**src/rtl/reorder_buffer_pkg.sv**
```systemverilog
// rob_pkg: shared widths, exception codes and ROB entry layout.
// Imported by the ROB interface, top and bypass lookup.
package rob_pkg;
  localparam int ROB_ENTRIES = 16;
  localparam int ROB_IDX_W = 4;
  localparam int XLEN = 32;
  localparam int EXC_W = 3;

  typedef logic [EXC_W-1:0] exc_t;

  localparam exc_t EXC_NONE = 3'd0;
  localparam exc_t EXC_INSN_MISALIGN = 3'd1;
  localparam exc_t EXC_ILLEGAL = 3'd2;
  localparam exc_t EXC_BREAKPOINT = 3'd3;
  localparam exc_t EXC_LOAD_FAULT = 3'd4;
  localparam exc_t EXC_STORE_FAULT = 3'd5;
  localparam exc_t EXC_ECALL = 3'd6;

  typedef struct packed {
    logic valid;
    logic done;
    logic [XLEN-1:0] pc;
    logic [4:0] rd;
    logic we;
    logic [XLEN-1:0] value;
    exc_t exc;
  } rob_entry_t;
endpackage

```
**src/rtl/reorder_buffer_if.sv**
```systemverilog
// reorder_buffer_if: alloc / complete / commit / exception bundle.
// slave = ROB side, master = pipeline side; ROB_BYPASS_EN adds lookup.
interface reorder_buffer_if;
  import rob_pkg::*;

  logic in_alloc_valid;
  logic [XLEN-1:0] in_alloc_PC;
  logic [4:0] in_alloc_rd;
  logic in_alloc_write_enable;
  logic [ROB_IDX_W-1:0] out_alloc_rob_idx;
  logic out_full;

  logic in_complete_valid;
  logic [ROB_IDX_W-1:0] in_complete_rob_idx;
  logic [XLEN-1:0] in_complete_value;
  logic [EXC_W-1:0] in_complete_exception_vector;

  logic out_commit_valid;
  logic [4:0] out_commit_rd;
  logic [XLEN-1:0] out_commit_value;
  logic out_commit_write_enable;
  logic out_exception_valid;
  logic [XLEN-1:0] out_exception_PC;
  logic [EXC_W-1:0] out_exception_vector;
  logic out_flush;

`ifdef ROB_BYPASS_EN
  logic [4:0] in_lookup_rs1;
  logic [4:0] in_lookup_rs2;
  logic out_rs1_hit;
  logic [XLEN-1:0] out_rs1_value;
  logic out_rs2_hit;
  logic [XLEN-1:0] out_rs2_value;
`endif

  modport slave (
    input in_alloc_valid, in_alloc_PC,
    input in_alloc_rd, in_alloc_write_enable,
    output out_alloc_rob_idx, out_full,
    input in_complete_valid, in_complete_rob_idx,
    input in_complete_value,
    input in_complete_exception_vector,
    output out_commit_valid, out_commit_rd,
    output out_commit_value,
    output out_commit_write_enable,
    output out_exception_valid,
    output out_exception_PC,
    output out_exception_vector,
    output out_flush
`ifdef ROB_BYPASS_EN
    , input in_lookup_rs1, in_lookup_rs2
    , output out_rs1_hit, out_rs1_value
    , output out_rs2_hit, out_rs2_value
`endif
  );

  modport master (
    output in_alloc_valid, in_alloc_PC,
    output in_alloc_rd, in_alloc_write_enable,
    input out_alloc_rob_idx, out_full,
    output in_complete_valid, in_complete_rob_idx,
    output in_complete_value,
    output in_complete_exception_vector,
    input out_commit_valid, out_commit_rd,
    input out_commit_value,
    input out_commit_write_enable,
    input out_exception_valid,
    input out_exception_PC,
    input out_exception_vector,
    input out_flush
`ifdef ROB_BYPASS_EN
    , output in_lookup_rs1, in_lookup_rs2
    , input out_rs1_hit, out_rs1_value
    , input out_rs2_hit, out_rs2_value
`endif
  );
endinterface

```
**src/rtl/reorder_buffer_bypass.sv**
```systemverilog
// rob_bypass_lookup: youngest-first rd match over live ROB slots.
// Ports: rob/tail/count state in; rs in; hit/value out.
module rob_bypass_lookup
  import rob_pkg::*;
(
  input rob_entry_t [ROB_ENTRIES-1:0] rob,
  input logic [ROB_IDX_W-1:0] tail,
  input logic [ROB_IDX_W:0] count,
  input logic [4:0] rs,
  output logic hit,
  output logic [XLEN-1:0] value
);
  always_comb begin
    logic found;
    logic [ROB_IDX_W-1:0] idx;
    hit = 1'b0;
    value = '0;
    found = 1'b0;
    idx = '0;
    // k walks from tail-1 back toward head; count bounds the live window
    for (int k = 0; k < ROB_ENTRIES; k++) begin
      idx = tail - ROB_IDX_W'(k + 1);
      if (!found && k < int'(count) && rs != 5'd0
          && rob[idx].valid && rob[idx].we
          && rob[idx].rd == rs) begin
        found = 1'b1;
        // youngest writer still in flight masks older results
        hit = rob[idx].done;
        value = rob[idx].done ? rob[idx].value : '0;
      end
    end
  end
endmodule

```
**src/rtl/reorder_buffer.sv**
```systemverilog
// reorder_buffer: circular in-order ROB, one retire/cycle, precise flush.
// Ports: clk, reset (sync high), rob (reorder_buffer_if.slave); macro ROB_BYPASS_EN.
module reorder_buffer
  import rob_pkg::*;
(
  input logic clk,
  input logic reset,
  reorder_buffer_if.slave rob
);
  localparam int CW = ROB_IDX_W + 1;
  localparam logic [CW-1:0] FULL_CNT = CW'(ROB_ENTRIES);

  rob_entry_t [ROB_ENTRIES-1:0] ent_q;
  logic [ROB_IDX_W-1:0] head_q;
  logic [ROB_IDX_W-1:0] tail_q;
  logic [CW-1:0] count_q;

  rob_entry_t head_e;
  logic full;
  logic retire;
  logic exc_ret;
  logic alloc_go;
  logic cmp_go;

  assign head_e = ent_q[head_q];
  assign full = count_q == FULL_CNT;
  assign retire = head_e.valid & head_e.done;
  assign exc_ret = retire & (head_e.exc != EXC_NONE);
  assign alloc_go = rob.in_alloc_valid & ~full & ~exc_ret;
  assign cmp_go = rob.in_complete_valid
                & ent_q[rob.in_complete_rob_idx].valid;

  always_comb begin
    rob.out_alloc_rob_idx = tail_q;
    rob.out_full = full;
    rob.out_commit_valid = retire;
    rob.out_commit_rd = '0;
    rob.out_commit_value = '0;
    rob.out_commit_write_enable = 1'b0;
    rob.out_exception_valid = exc_ret;
    rob.out_exception_PC = '0;
    rob.out_exception_vector = '0;
    rob.out_flush = exc_ret;
    if (retire) begin
      rob.out_commit_rd = head_e.rd;
      rob.out_commit_value = head_e.value;
      rob.out_commit_write_enable = head_e.we & ~exc_ret;
    end
    if (exc_ret) begin
      rob.out_exception_PC = head_e.pc;
      rob.out_exception_vector = head_e.exc;
    end
  end

  always_ff @(posedge clk) begin
    if (reset) begin
      ent_q <= '0;
      head_q <= '0;
      tail_q <= '0;
      count_q <= '0;
    end else if (exc_ret) begin
      // precise exception: drop everything younger, restart at slot 0
      for (int i = 0; i < ROB_ENTRIES; i++) begin
        ent_q[i].valid <= 1'b0;
        ent_q[i].done <= 1'b0;
      end
      head_q <= '0;
      tail_q <= '0;
      count_q <= '0;
    end else begin
      if (cmp_go) begin
        ent_q[rob.in_complete_rob_idx].done <= 1'b1;
        ent_q[rob.in_complete_rob_idx].value <= rob.in_complete_value;
        ent_q[rob.in_complete_rob_idx].exc <=
          rob.in_complete_exception_vector;
      end
      if (retire) begin
        ent_q[head_q].valid <= 1'b0;
        ent_q[head_q].done <= 1'b0;
        head_q <= head_q + ROB_IDX_W'(1);
      end
      if (alloc_go) begin
        ent_q[tail_q] <= '{
          valid: 1'b1,
          done: 1'b0,
          pc: rob.in_alloc_PC,
          rd: rob.in_alloc_rd,
          we: rob.in_alloc_write_enable,
          value: '0,
          exc: EXC_NONE
        };
        tail_q <= tail_q + ROB_IDX_W'(1);
      end
      count_q <= count_q + CW'(alloc_go) - CW'(retire);
    end
  end

`ifdef ROB_BYPASS_EN
  rob_bypass_lookup u_rs1 (
    .rob(ent_q),
    .tail(tail_q),
    .count(count_q),
    .rs(rob.in_lookup_rs1),
    .hit(rob.out_rs1_hit),
    .value(rob.out_rs1_value)
  );

  rob_bypass_lookup u_rs2 (
    .rob(ent_q),
    .tail(tail_q),
    .count(count_q),
    .rs(rob.in_lookup_rs2),
    .hit(rob.out_rs2_hit),
    .value(rob.out_rs2_value)
  );
`endif
endmodule
```
**src/flat_wrapper.sv**
```systemverilog
// flat-port wrapper written by rule: the top's interface ports become plain ports
module reorder_buffer_flat import rob_pkg::*;
  (clk, reset, rob_in_alloc_valid, rob_in_alloc_PC, rob_in_alloc_rd, rob_in_alloc_write_enable, rob_out_alloc_rob_idx, rob_out_full, rob_in_complete_valid, rob_in_complete_rob_idx, rob_in_complete_value, rob_in_complete_exception_vector, rob_out_commit_valid, rob_out_commit_rd, rob_out_commit_value, rob_out_commit_write_enable, rob_out_exception_valid, rob_out_exception_PC, rob_out_exception_vector, rob_out_flush);
  reorder_buffer_if rob_i ();
  input logic clk;
  input logic reset;
  input wire logic [$bits(rob_i.in_alloc_valid)-1:0] rob_in_alloc_valid;
  input wire logic [$bits(rob_i.in_alloc_PC)-1:0] rob_in_alloc_PC;
  input wire logic [$bits(rob_i.in_alloc_rd)-1:0] rob_in_alloc_rd;
  input wire logic [$bits(rob_i.in_alloc_write_enable)-1:0] rob_in_alloc_write_enable;
  output wire logic [$bits(rob_i.out_alloc_rob_idx)-1:0] rob_out_alloc_rob_idx;
  output wire logic [$bits(rob_i.out_full)-1:0] rob_out_full;
  input wire logic [$bits(rob_i.in_complete_valid)-1:0] rob_in_complete_valid;
  input wire logic [$bits(rob_i.in_complete_rob_idx)-1:0] rob_in_complete_rob_idx;
  input wire logic [$bits(rob_i.in_complete_value)-1:0] rob_in_complete_value;
  input wire logic [$bits(rob_i.in_complete_exception_vector)-1:0] rob_in_complete_exception_vector;
  output wire logic [$bits(rob_i.out_commit_valid)-1:0] rob_out_commit_valid;
  output wire logic [$bits(rob_i.out_commit_rd)-1:0] rob_out_commit_rd;
  output wire logic [$bits(rob_i.out_commit_value)-1:0] rob_out_commit_value;
  output wire logic [$bits(rob_i.out_commit_write_enable)-1:0] rob_out_commit_write_enable;
  output wire logic [$bits(rob_i.out_exception_valid)-1:0] rob_out_exception_valid;
  output wire logic [$bits(rob_i.out_exception_PC)-1:0] rob_out_exception_PC;
  output wire logic [$bits(rob_i.out_exception_vector)-1:0] rob_out_exception_vector;
  output wire logic [$bits(rob_i.out_flush)-1:0] rob_out_flush;
  assign rob_i.in_alloc_valid = rob_in_alloc_valid;
  assign rob_i.in_alloc_PC = rob_in_alloc_PC;
  assign rob_i.in_alloc_rd = rob_in_alloc_rd;
  assign rob_i.in_alloc_write_enable = rob_in_alloc_write_enable;
  assign rob_out_alloc_rob_idx = rob_i.out_alloc_rob_idx;
  assign rob_out_full = rob_i.out_full;
  assign rob_i.in_complete_valid = rob_in_complete_valid;
  assign rob_i.in_complete_rob_idx = rob_in_complete_rob_idx;
  assign rob_i.in_complete_value = rob_in_complete_value;
  assign rob_i.in_complete_exception_vector = rob_in_complete_exception_vector;
  assign rob_out_commit_valid = rob_i.out_commit_valid;
  assign rob_out_commit_rd = rob_i.out_commit_rd;
  assign rob_out_commit_value = rob_i.out_commit_value;
  assign rob_out_commit_write_enable = rob_i.out_commit_write_enable;
  assign rob_out_exception_valid = rob_i.out_exception_valid;
  assign rob_out_exception_PC = rob_i.out_exception_PC;
  assign rob_out_exception_vector = rob_i.out_exception_vector;
  assign rob_out_flush = rob_i.out_flush;
  reorder_buffer u_core (.clk(clk), .reset(reset), .rob(rob_i));
endmodule
```
**config.mk**
```make
export PLATFORM = sky130hd
export DESIGN_NAME = reorder_buffer_flat
export DESIGN_NICKNAME = d
export VERILOG_FILES = /design/src/rtl/reorder_buffer_pkg.sv /design/src/rtl/reorder_buffer_if.sv /design/src/rtl/reorder_buffer_bypass.sv /design/src/rtl/reorder_buffer.sv /design/src/flat_wrapper.sv
export SDC_FILE = /design/constraint.sdc
export NUM_CORES = 2
export LEC_CHECK = 0
export ABC_AREA = 0
export CORE_MARGIN = 1.5
export CORE_UTILIZATION = 40
export DETAILED_ROUTE_END_ITERATION = 6
export PLACE_DENSITY = 0.61
export SLEW_MARGIN = 20
export SYNTH_ARGS = -nofsm -noshare
export SYNTH_HDL_FRONTEND = slang
export SYNTH_HIERARCHICAL = 1
export SYNTH_SLANG_ARGS = --single-unit
```
**constraint.sdc**
```tcl
create_clock -name clk -period 4.2 [get_ports clk]
set_input_delay 0.42 -clock clk [delete_from_list [all_inputs] [get_ports clk]]
set_output_delay 0.42 -clock clk [all_outputs]
set_load 0.02 [all_outputs]
```
# Yosys cells after proc, flatten, opt, wreduce, memory -nomap -nowiden
# Cells that the tools add are included.
# op_classes
add_sub_neg	4
muxes	34
n_reduce_logical	5
eq_ne	1
order_cmp	6
bitwise_logic	8
# ops
operator	n
1200-bit two-way mux	7
1200-bit bitwise mux	6
75-bit demux with 4-bit select	6
75-bit binary-select mux with 4-bit select	2
75-bit two-way mux	4
74-bit two-way mux	2
32-bit two-way mux	2
35-bit two-way mux	1
4-bit by 5-bit < comparator with 1-bit output, second input constant	3
4-bit by 1-bit >= comparator with 1-bit output, second input constant	3
4-bit by 1-bit adder with 4-bit output, second input constant	2
1-bit AND	6
3-bit two-way mux	2
5-bit by 1-bit adder with 5-bit output	1
5-bit equality test, second input constant	1
5-bit two-way mux	1
5-bit by 1-bit subtractor with 5-bit output	1
1-bit logical AND	3
3-bit nonzero test	1
1-bit inverter	2
2-bit OR reduction	1
1-bit two-way mux	1
# totals
regBits	1213
elab_cells	173
out_inout_bits	81

# Logic depth before layout (Yosys ltp)
# depth
depth_word	17
depth_mapped	20

# Worst setup path after synthesis
# No wires, ideal clock.
# synth_timing
kind	flip-flop to flip-flop
from	register u_core.head_q[0]
to	register u_core.count_q[4]
arrival_time_ps	3572
stages_incl_launch_ff	18
setup_slack_ps	511
period_less_slack_ps	3689
path_cell_list	dfxtp_1 -> buf_6 -> mux4_2 -> a22o_1 -> a221oi_2 -> nand3_1 -> buf_4 -> buf_6 -> buf_6 -> o21ai_0 -> o21ai_0 -> ha_1 -> fa_1 -> a21oi_1 -> nor2_1 -> nor2_1 -> xnor2_1 -> nor2_1
# synth_between
elab_chain_cells	8
word_cells_on_any_way	10
classes_between	add/sub: 2; mux: 2; bitwise: 4; reduce/logical: 2
# synth_lines
item	line	rtl
start: declaration	reorder_buffer.sv:14	logic [ROB_IDX_W-1:0] head_q;
start signal: assignment	reorder_buffer.sv:80	head_q <= head_q + ROB_IDX_W'(1);
75-bit binary-select mux with 4-bit select *	reorder_buffer.sv:25	assign head_e = ent_q[head_q];
75-bit two-way mux (implied by the code) *	reorder_buffer.sv:25	
3-bit nonzero test / 1-bit AND (equally long branches)	reorder_buffer.sv:28, reorder_buffer.sv:27	
1-bit AND	reorder_buffer.sv:28	assign exc_ret = retire & (head_e.exc != EXC_NONE);
1-bit inverter	reorder_buffer.sv:29	assign alloc_go = rob.in_alloc_valid & ~full & ~exc_ret;
1-bit AND	reorder_buffer.sv:29	
5-bit by 1-bit adder with 5-bit output	reorder_buffer.sv:94	count_q <= count_q + CW'(alloc_go) - CW'(retire);
5-bit by 1-bit subtractor with 5-bit output	reorder_buffer.sv:94	
end signal: assignment	reorder_buffer.sv:94	
end: declaration	reorder_buffer.sv:16	logic [CW-1:0] count_q;
# Mark *: on every way between the ends. The rest lies on a longest branch, timed or not. The select of a mux whose other input is x is not followed.
# A chain may end at the register's enable or synchronous reset.

# Final worst setup path
# layout_timing
from	register u_core.head_q[1]
to	output port rob_out_exception_PC[15]
# layout_between
elab_chain_cells	5
word_cells_on_any_way	6
classes_between	mux: 3; bitwise: 2; reduce/logical: 1
# layout_lines
item	line	rtl
75-bit binary-select mux with 4-bit select *	reorder_buffer.sv:25	
75-bit two-way mux (implied by the code) *	reorder_buffer.sv:25	
3-bit nonzero test / 1-bit AND (equally long branches)	reorder_buffer.sv:28, reorder_buffer.sv:27	
1-bit AND	reorder_buffer.sv:28	
32-bit two-way mux *	reorder_buffer.sv:49	if (exc_ret) begin
end: declaration	flat_wrapper.sv:22	output wire logic [$bits(rob_i.out_exception_PC)-1:0] rob_out_exception_PC;
# Marks and branches as above.

==> qor.csv <==
stage,metric,value,unit
logic_synthesis,Post-Syn Instances,5398,
timing,slew margin rel.,27.1,%
floorplan,# rows,133,
hold_path,HP Start,u_core/ent_q[96],
place,# placed instances,6898,
logic_synthesis,Async SR Flop Fraction,0,%
timing,Setup TNS,0,ns
timing,endpoints failing setup,0,
logic_synthesis,largest family of logic cells by synthesized area,multiplexers,
routing,drt wl/cell,23.4,um
job,maxcap violations,0,
logic_synthesis,XOR/XNOR Fraction of Synth Area,0.148,%
critical_path,CP Buf/Inv Count,5,
routing,WL met2,77700,um
floorplan,Core Area,132000,um2
timing,Final Max Tran Viols,0,
floorplan,Total Die Area,135000,um2
logic_synthesis,simple-gate portion of the synthesized area,14.6,%
hold_path,Hold Path Cell Cnt,2,
timing,Tcrit/Tclk final,97.0,%
global_routing,largest net degree at the start of global routing,259,
critical_path,Worst setup SP type,flop,
global_routing,vias in the first global route,38800,
logic_synthesis,Post-Syn Nets,5493,
logic_synthesis,mux cell area share after synthesis,27.1,%
logic_synthesis,area fraction in compound gates after synthesis,7.11,%
routing,# DRC,0,
critical_path,"CP delay by family, top",buffers and inverters,
routing,TritonRoute pass-1 iters,6,
clocking,root buf cell,clkbuf_16,
routing,DR vias,40100,
logic_synthesis,predominant post-synthesis flop cell,dfxtp_1,
critical_path,Critical-path top delay cell,clkdlybuf4s50_1,
logic_synthesis,post-synthesis cell type count,52,
place,port bufs,161,
critical_path,R2R Path Start,u_core/head_q[0],
logic_synthesis,number of synthesized flops with an enable pin,0,
clocking,worst skew pair latency,0.75,ns
logic_synthesis,Ys Warns,6,
critical_path,Critical Path RT,3.78,ns
routing,Top Metal Used,met5,
logic_synthesis,syn avg cell area,9.85,um2
critical_path,crit-path max FO,24,
power_and_ir_drop,Max VDD drop,0.375,mV
routing,wl on met1,69900,um
critical_path,crit path DAT,3.66,ns
floorplan,Initial Utilization,40.4,%
logic_synthesis,adder-cell share of the synthesized area,0.343,%
logic_synthesis,Seq cells post-synth,1213,
timing,Max Clock Skew,0.0286,ns
routing,final wirelength,168000,um
critical_path,R2R Setup Slk,0.38,ns
power_and_ir_drop,leakage power total,23.4,nW
timing,worst-margin pin slew,1.09,ns
clocking,clk slew on worst S/H paths,0.06,ns
critical_path,critical path endpoint category,output pin,
logic_synthesis,"Seq/Total Area, Yosys",45.7,%
clocking,Clock Sinks,1213,
floorplan,die height,368,um
final_layout,non-filler instance count after layout,7164,
floorplan,# IOs,162,
global_routing,antenna violations before repair,23,
global_routing,grt ovf,0,
clocking,Clock Path Buffers,3,
clocking,H-Tree Depth,3,
power_and_ir_drop,PwrDens,451,nW/um2
hold_path,WHS Endpoint,u_core/ent_q[96],
routing,Starting DRT DRC Count,3937,
routing,Vias/cell,5.60,
power_and_ir_drop,Design Power,27.7,mW
critical_path,worst r2r path cells,14,
place,gpl congestion,0.842,
timing,crit path time final,4.08,ns
timing,f_max,245,MHz
run_status,status,finished clean,
final_layout,Nets,5394,
routing,met3 WL,14300,um
critical_path,kind of critical path,reg2out,
place,Detail Placement HPWL,90800,um
critical_path,Worst path max stage delay,0.60,ns
clocking,cts bufs inserted,120,
global_routing,gr usage total,24.2,%
routing,Routed Antenna Nets,0,
logic_synthesis,netlist area before placement,53200,um2
timing,RSZ-0062 raised after global routing,no,
floorplan,DIE WIDTH,368,um
critical_path,worst r2r dst,u_core/count_q[4],
final_layout,Layout area overhead,15.4,%
global_routing,first-pass GRT wire length,250000,um
final_layout,share of layout cells above drive strength 1,15.3,%
clocking,CTS tree,done,
critical_path,"Cell Chain, Critical Path",inv_2 > mux4_2 > mux2_2 > a211o_2 > inv_8 > buf_12 > buf_16 > and3_1 > clkdlybuf4s50_1,
timing,Final Hold Fails,0,
hold_path,min-delay worst type,reg2reg,
layout by cell type, fill, tap and decap left out, types with 5 or more instances in the layout:
cell type        instances
a21o_2                   6
a21oi_4                 18
clkbuf_16              123
nor3_1                  10
or2_2                    7
buf_4                   78
nand2b_2                 9
a21oi_1                568
nand3_1                 32
mux4_2                 368
bufinv_16               12
and2_1                  44
mux2i_1                611
clkbuf_1                22
dlygate4sd2_1            8
nand2_1               1164
ha_1                    13
clkdlybuf4s50_1        120
dfxtp_1               1209
buf_12                  65
nor2b_1                  7
nor2_1                 629
a211oi_1                 8
dlymetal6s2s_1          29
diode_2                  5
and3_1                  36
o2111ai_4                9
a22o_1                   5
clkbuf_8                34
a21o_1                   6
a21oi_2                 10
clkinv_2                27
o22ai_1                 10
inv_1                    9
buf_16                  13
xnor2_1                  5
routing by layer:
layer,up-vias,track usage (%)
met5,-,0
met4,20,8.14
met3,378,5.83
met2,1610,38.7
met1,19900,32.0
li1,18300,-
repair_timing:
item	in CTS	in global routing
cloned	7	2
hold buffers	1	0
buffers inserted	14	9
hold endpoints to repair	1	0
gates resized for setup	43	39
setup endpoints to repair	74	44
pin swaps	0	1
synth_stat cells, types with 6 or more instances:
master / n / area (um2)
and3_1: 37 / 231
buf_4: 56 / 420
nor3_1: 10 / 50.1
nor2b_1: 9 / 56.3
mux4_2: 368 / 8290
or2_1: 6 / 37.5
buf_6: 22 / 248
inv_1: 9 / 33.8
nand2_1: 1164 / 4370
mux2i_1: 611 / 6120
nand2b_1: 11 / 68.8
and2_1: 44 / 275
o22ai_1: 10 / 62.6
o2111ai_2: 9 / 135
a21oi_1: 568 / 2840
a21oi_2: 24 / 210
a21o_1: 12 / 90.1
nand3_1: 33 / 165
ha_1: 13 / 163
buf_1: 46 / 173
nor2_1: 633 / 2380
clkbuf_1: 249 / 935
dfxtp_1: 1213 / 24300
buf_2: 169 / 846
a211oi_1: 8 / 60.1
how the worst max path moves through the flow:
| stage | start | end | depth (start not counted) |
|---|---|---|---|
| after floorplan | u_core/head_q[0] | u_core/count_q[4] | 17 |
| after global placement | u_core/head_q[0] | u_core/ent_q[312] | 10 |
| after detailed placement | u_core/head_q[0] | u_core/ent_q[307] | 10 |
| after CTS | u_core/head_q[1] | rob_out_exception_vector[1] | 8 |
| after global routing | u_core/head_q[1] | rob_out_exception_PC[13] | 9 |
| final | u_core/head_q[1] | rob_out_exception_PC[15] | 9 |
registers in the layout (all words and copies together), names as in the netlist:
signal and count:
u_core/ent_q 1200, u_core/count_q 5, u_core/head_q 4, u_core/rob.out_alloc_rob_idx 4
worst min-delay path, delay by kind of cell, from the launching register on:
kind,cells,cell delay (ns)
and+or+nand+nor,1,0.05
DFF,1,0.31
AOI/OAI and AO/OA,1,0.05
cells by family (layout without fill, tap and decap cells):
family | Yosys count | count (layout)
other cells | 0 | 5
mux | 980 | 980
simple gates | 1960 | 1960
xor+xnor | 9 | 9
flops | 1213 | 1213
buf+inv | 557 | 563
fa+ha+maj | 14 | 14
compound gates | 665 | 665
final cells by class:
| class | instances | area, um2 |
|---|---|---|
| Tap cell | 1755 | 2200 |
| Antenna cell | 5 | 12.5 |
| Clock buffer | 176 | 3560 |
| Inverter | 11 | 48.8 |
| Clock inverter | 51 | 627 |
| Sequential cell | 1213 | 24300 |
| Fill cell | 12100 | 70300 |
| Timing Repair Buffer | 325 | 4110 |
| Multi-Input combinational cell | 3628 | 26500 |
report_power, final:
part / leakage, nW / internal (mW) / switching (mW)
combinational: 11.5 / 1.82 / 2.64
sequential: 9.78 / 11.7 / 0.106
clock: 2.08 / 6.62 / 4.78
through the flow:
step / util, % / setup WS, ns / area [um2] / hold WS (ns)
after global placement: 42.8 / 0.282 / 56400 / 0.434
after global routing: 46.6 / 0.00164 / 61400 / 0.465
after CTS: 46.4 / -0.143 / 61100 / 0.449
after floorplan: - / 0.511 / 53200 / 0.429
after detailed placement: 42.8 / 0.157 / 56400 / 0.442
final: 46.6 / 0.125 / 61400 / 0.450
No activity file was read; power rests on OpenSTA's default activity.
